## src/rtl/uart_rx_frame_fifo.sv

```systemverilog
// Validates completed UART receive frames and buffers the data bytes, with their
// parity/framing flags, in a first-word-fall-through FIFO drained over valid/ready.
module uart_rx_frame_fifo #(
  parameter int DEPTH      = 4,
  parameter bit PARITY_ODD = 1'b1,
  parameter int CNT_W      = $clog2(DEPTH + 1)
) (
  input  logic             baud_clk,
  input  logic             reset,
  input  logic             frame_valid,
  input  logic [10:0]      frame_in,
  input  logic             data_ready,
  input  logic             err_clr,
  output logic [7:0]       data_out,
  output logic             data_valid,
  output logic             parity_err,
  output logic             frame_err,
  output logic             overrun_err,
  output logic             break_det,
  output logic [CNT_W-1:0] fifo_count,
  output logic             fifo_full
);

  localparam int PTR_W = (DEPTH > 1) ? $clog2(DEPTH) : 1;
  localparam logic [PTR_W-1:0] PTR_ONE  = PTR_W'(1);
  localparam logic [CNT_W-1:0] CNT_ONE  = CNT_W'(1);
  localparam logic [CNT_W-1:0] CNT_FULL = CNT_W'(DEPTH);

  // Handshake: a byte transfers on a rising edge where data_valid and data_ready
  // are both high; data_valid never depends on data_ready, and data_ready while
  // empty is ignored.

  logic [9:0]       mem_q [DEPTH];
  logic [9:0]       mem_d [DEPTH];
  logic [PTR_W-1:0] wr_ptr_q, wr_ptr_d;
  logic [PTR_W-1:0] rd_ptr_q, rd_ptr_d;
  logic [CNT_W-1:0] count_q, count_d;
  logic             overrun_q, overrun_d;
  logic             break_q, break_d;

  logic       par_bad;
  logic       frm_bad;
  logic       is_break;
  logic       push;
  logic       pop;
  logic       overrun_evt;
  logic [9:0] entry;
  logic [9:0] head;

  always_comb begin
    par_bad     = (^frame_in[9:1]) != PARITY_ODD;
    frm_bad     = frame_in[0] | ~frame_in[10];
    entry       = {frm_bad, par_bad, frame_in[8:1]};
    is_break    = frame_valid && (frame_in == 11'b0);
    pop         = data_valid && data_ready;
    // A pop in the same cycle frees a slot, so a full FIFO can still accept.
    push        = frame_valid && !is_break && (!fifo_full || pop);
    overrun_evt = frame_valid && !is_break && fifo_full && !pop;
  end

  always_comb begin
    mem_d    = mem_q;
    wr_ptr_d = wr_ptr_q;
    rd_ptr_d = rd_ptr_q;
    count_d  = count_q;
    if (push) begin
      mem_d[wr_ptr_q] = entry;
      wr_ptr_d        = wr_ptr_q + PTR_ONE;
    end
    if (pop) begin
      rd_ptr_d = rd_ptr_q + PTR_ONE;
    end
    if (push && !pop) begin
      count_d = count_q + CNT_ONE;
    end else if (pop && !push) begin
      count_d = count_q - CNT_ONE;
    end
  end

  always_comb begin
    overrun_d = overrun_q;
    if (overrun_evt) begin
      overrun_d = 1'b1;
    end else if (err_clr) begin
      overrun_d = 1'b0;
    end
    break_d = is_break;
  end

  always_ff @(posedge baud_clk) begin
    if (reset) begin
      wr_ptr_q  <= '0;
      rd_ptr_q  <= '0;
      count_q   <= '0;
      overrun_q <= 1'b0;
      break_q   <= 1'b0;
    end else begin
      wr_ptr_q  <= wr_ptr_d;
      rd_ptr_q  <= rd_ptr_d;
      count_q   <= count_d;
      overrun_q <= overrun_d;
      break_q   <= break_d;
    end
  end

  // Storage needs no reset: the head is masked whenever the count is zero.
  always_ff @(posedge baud_clk) begin
    mem_q <= mem_d;
  end

  always_comb begin
    head        = mem_q[rd_ptr_q];
    data_valid  = (count_q != '0);
    fifo_full   = (count_q == CNT_FULL);
    fifo_count  = count_q;
    overrun_err = overrun_q;
    break_det   = break_q;
    data_out    = data_valid ? head[7:0] : 8'h00;
    parity_err  = data_valid ? head[8] : 1'b0;
    frame_err   = data_valid ? head[9] : 1'b0;
  end

endmodule

```

## config.mk

```make
export PLATFORM = sky130hd
export DESIGN_NAME = uart_rx_frame_fifo
export DESIGN_NICKNAME = d
export VERILOG_FILES = /design/src/rtl/uart_rx_frame_fifo.sv
export SDC_FILE = /design/constraint.sdc
export NUM_CORES = 1
export LEC_CHECK = 0
export CORE_MARGIN = 1.5
export CORE_UTILIZATION = 47
export CTS_CLUSTER_DIAMETER = 60
export DETAILED_ROUTE_END_ITERATION = 8
export GPL_TIMING_DRIVEN = 0
export PLACE_DENSITY = 0.74
export SYNTH_ARGS = -nofsm -noshare
export SYNTH_HDL_FRONTEND = slang
export SYNTH_SLANG_ARGS = --single-unit
```

## constraint.sdc

```tcl
create_clock -name baud_clk -period 2.2 [get_ports baud_clk]
set_input_delay 0.44 -clock baud_clk [delete_from_list [all_inputs] [get_ports baud_clk]]
set_output_delay 0.44 -clock baud_clk [all_outputs]
set_load 0.01 [all_outputs]
```

==> summary.txt <==
Route
  • Total number of vias: around 1,200
  • Final WL: 4240 um
  • Post-route ant nets: 0
  • Vias/cell: 5.43
  • DRC: 0
  • Routed len/inst: about 19 um
  • DRT iter0 DRCs: 62
  • Router iterations before antenna repair: 4

Layout
  • Fin nets: 193
  • Most common cell after layout, fill and taps aside: edfxtp_1
  • Syn-to-layout area delta: 28.4%
  • Share of layout cells above drive strength 1: 32.0%
  • Most frequent cells in the layout: 40 x edfxtp_1, 11 x and2_1, 10 x mux4_2, 8 x xnor2_1
  • Fin area: 2710 um^2
  • ANT cells: 0
  • Final core occ: between 60% and 70%
  • Layout Cells excl Fill: 224

Clock network
  • Clk_lat worst skew: roughly 0.3 ns
  • CTS tree: yes
  • Reg clk slew, reported paths: 0.09 ns
  • H-tree Lvls: 2
  • Cts bufs inserted: 5
  • CTS Buffer Depth: 2
  • Sink Count: 49
  • Root Driver: clkbuf_8
  • Hold_buf cts: 0

Worst setup path
  • Worst path buffer plus inverter count: 2
  • CP endpoint kind: flop
  • CP Class: in -> reg
  • Critical path's slowest cell: fa_1
  • WP data required: ~2.4 ns
  • Worst Path Max Fanout: 6
  • Top Family by Delay on Critical Path: adder cells
  • Critical Path Source Type: input pin
  • Worst reg-to-reg setup slack: roughly 0.020 ns
  • Crit path DAT: ~2.5 ns
  • Worst path cell trace: clkdlybuf4s15_1, nor4_4, a311oi_4, ha_4, inv_1, fa_1, xor2_1, or3_1, a21oi_1
  • Largest stage delay, worst path: approximately 0.37 ns

Placed design
  • IO buf count: 31
  • Final GP Congestion: approximately 0.70
  • Placement Setup Slack: -0.877 ns
  • Placed instance count: 209
  • Hpwl dp: 2720 um
  • Area after DPL: between 2000 and 2500 um^2

Global routing
  • Gr ovfl total: 0
  • Antenna violations before repair: 0
  • Largest net degree at the start of global routing: 16
  • Vias in the first global route: 1,324
  • GR Util All Layers: a little under a fifth
  • First-pass GRT wire length: 6670 um

Timing
  • Max Clk Rate: 450 MHz
  • Minimum clock period after layout: roughly 2.2 ns
  • Fin. max-slew vios: 0
  • Setup Viol. Count Final: 1
  • Final hold violations: 0
  • Hold slack: about 0.42 ns
  • Slew HR: ~60%
  • Final period utilization: 101%
  • Worst-margin pin slew: 0.574 ns
  • RSZ-0062 raised after global routing: true
  • Worst Slack Setup Final: -0.0246 ns
  • Clk_skew: between 0.005 and 0.006 ns
  • Final setup TNS: -0.0246 ns

Power
  • Maximum VDD drop: approximately 0.65 mV
  • Leakage power: a little under 1 nW
  • Cell Pwr Density: about 1200 nW/um^2
  • Overall power: 3.24 mW

Run status
  • Violated checks: setup timing
  • Outcome: finished, violations left

Logic synthesis
  • YS warnings: 0
  • Cell count after synthesis: about 130
  • Seq/Total Area, Yosys: between 60% and 70%
  • Mapped Nets: 148
  • Yosys cell types: 26
  • Post-synthesis register bit count: a little under 50
  • Mean Syn Cell Area: approximately 17 um^2
  • Area of the mapped netlist: between 2000 and 2500 um^2

Floorplanning
  • Die height: roughly 70 um
  • Core area: approximately 4300 um^2
  • Die area: approximately 4900 um^2
  • # IOs: 33
  • Die X: about 70 um
  • Initial core utilization: roughly half
  • Row count: 24

Run
  • MaxCap Viol Count: 0

Hold path
  • Hold Path Class: in -> reg
sequential cells by signal, summed over array words and instances, names as in the netlist:
| register | flops |
|---|---|
| break_det | 1 |
| fifo_count | 3 |
| mem_q | 40 |
| overrun_err | 1 |
| rd_ptr_q | 2 |
| wr_ptr_q | 2 |
Yosys cell counts:
master / number / area [um^2]
edfxtp_1: 40 / 1200
and2_1: 14 / 87.6
mux4_2: 10 / 225
dfxtp_1: 9 / 180
xnor2_1: 8 / 70.1
nor2_1: 7 / 26.3
ha_1: 5 / 62.6
inv_1: 5 / 18.8
xor2_1: 5 / 43.8
clkbuf_1: 2 / 7.51
mux2i_1: 2 / 20.0
nand3_1: 2 / 10.0
nor3_1: 2 / 10.0
nor4_2: 2 / 25.0
or3_1: 2 / 12.5
a21oi_1: 1 / 5.00
a311oi_4: 1 / 26.3
a32oi_1: 1 / 8.76
buf_2: 1 / 5.00
buf_4: 1 / 7.51
fa_1: 1 / 20.0
nand2_1: 1 / 3.75
nand2b_1: 1 / 6.26
nor3b_1: 1 / 7.51
nor4b_2: 1 / 15.0
o21ai_0: 1 / 5.00
per-layer routing:
layer | routed length (um) | GRT usage [%] | vias to the layer above
met5 | 0 | 0 | -
met2 | 2350 | 32.7 | 33
li1 | - | - | 554
met3 | 178 | 4.76 | 13
met1 | 1590 | 21.5 | 617
met4 | 114 | 8.97 | 0
area by class of cell:
class / instances / area [um^2]
clock buffer: 5 / 68.8
buffer: 4 / 45.0
tap: 52 / 65.1
fill: 325 / 1610
sequential: 49 / 1390
multi-input combinational: 68 / 737
inverter: 5 / 18.8
timing repair buffer: 38 / 319
clock inverter: 3 / 65.1
timing repair:
action,in CTS,in global routing
pin swaps,2,4
gates resized for setup,49,31
setup buffers,4,3
setup endpoints to repair,53,11
power by group:
| part | leakage (nW) | total, mW | internal (mW) | switching (mW) |
|---|---|---|---|---|
| sequential | 0.441 | 1.22 | 1.14 | 0.0814 |
| combinational | 0.478 | 1.27 | 0.713 | 0.561 |
| clock | 0.0681 | 0.739 | 0.451 | 0.288 |
logic make-up (layout without fill, tap and decap cells):
logic type	count (synthesis)	count (layout)	share of synthesized area (%)
flip-flops	49	49	65.4
buffers and inverters	9	55	1.84
XOR/XNOR	13	13	5.39
AND/OR/NAND/NOR	33	33	9.66
multiplexers	12	12	11.6
adder cells (fa/ha/maj)	6	6	3.91
AO/OA/AOI/OAI	4	4	2.13
worst register-to-register path: stages, from the launching register on:
cell	delay (ns)
dfxtp_2	0.35
nor4b_2	0.19
a311oi_4	0.32
ha_4	0.22
inv_1	0.05
fa_1	0.37
xor2_1	0.16
or3_1	0.31
a21oi_1	0.14
path summary, 6_finish.rpt:
check | start | end | cells after the start
max reg2reg | fifo_count[2]$_SDFFE_PP0P_ | fifo_count[2]$_SDFFE_PP0P_ | 8
min reg2reg | fifo_count[2]$_SDFFE_PP0P_ | fifo_count[2]$_SDFFE_PP0P_ | 2
min | frame_in[2] | mem_q[21]$_DFFE_PP_ | 1
max | frame_in[1] | fifo_count[2]$_SDFFE_PP0P_ | 9
No activity file was read; power rests on OpenSTA's default activity.
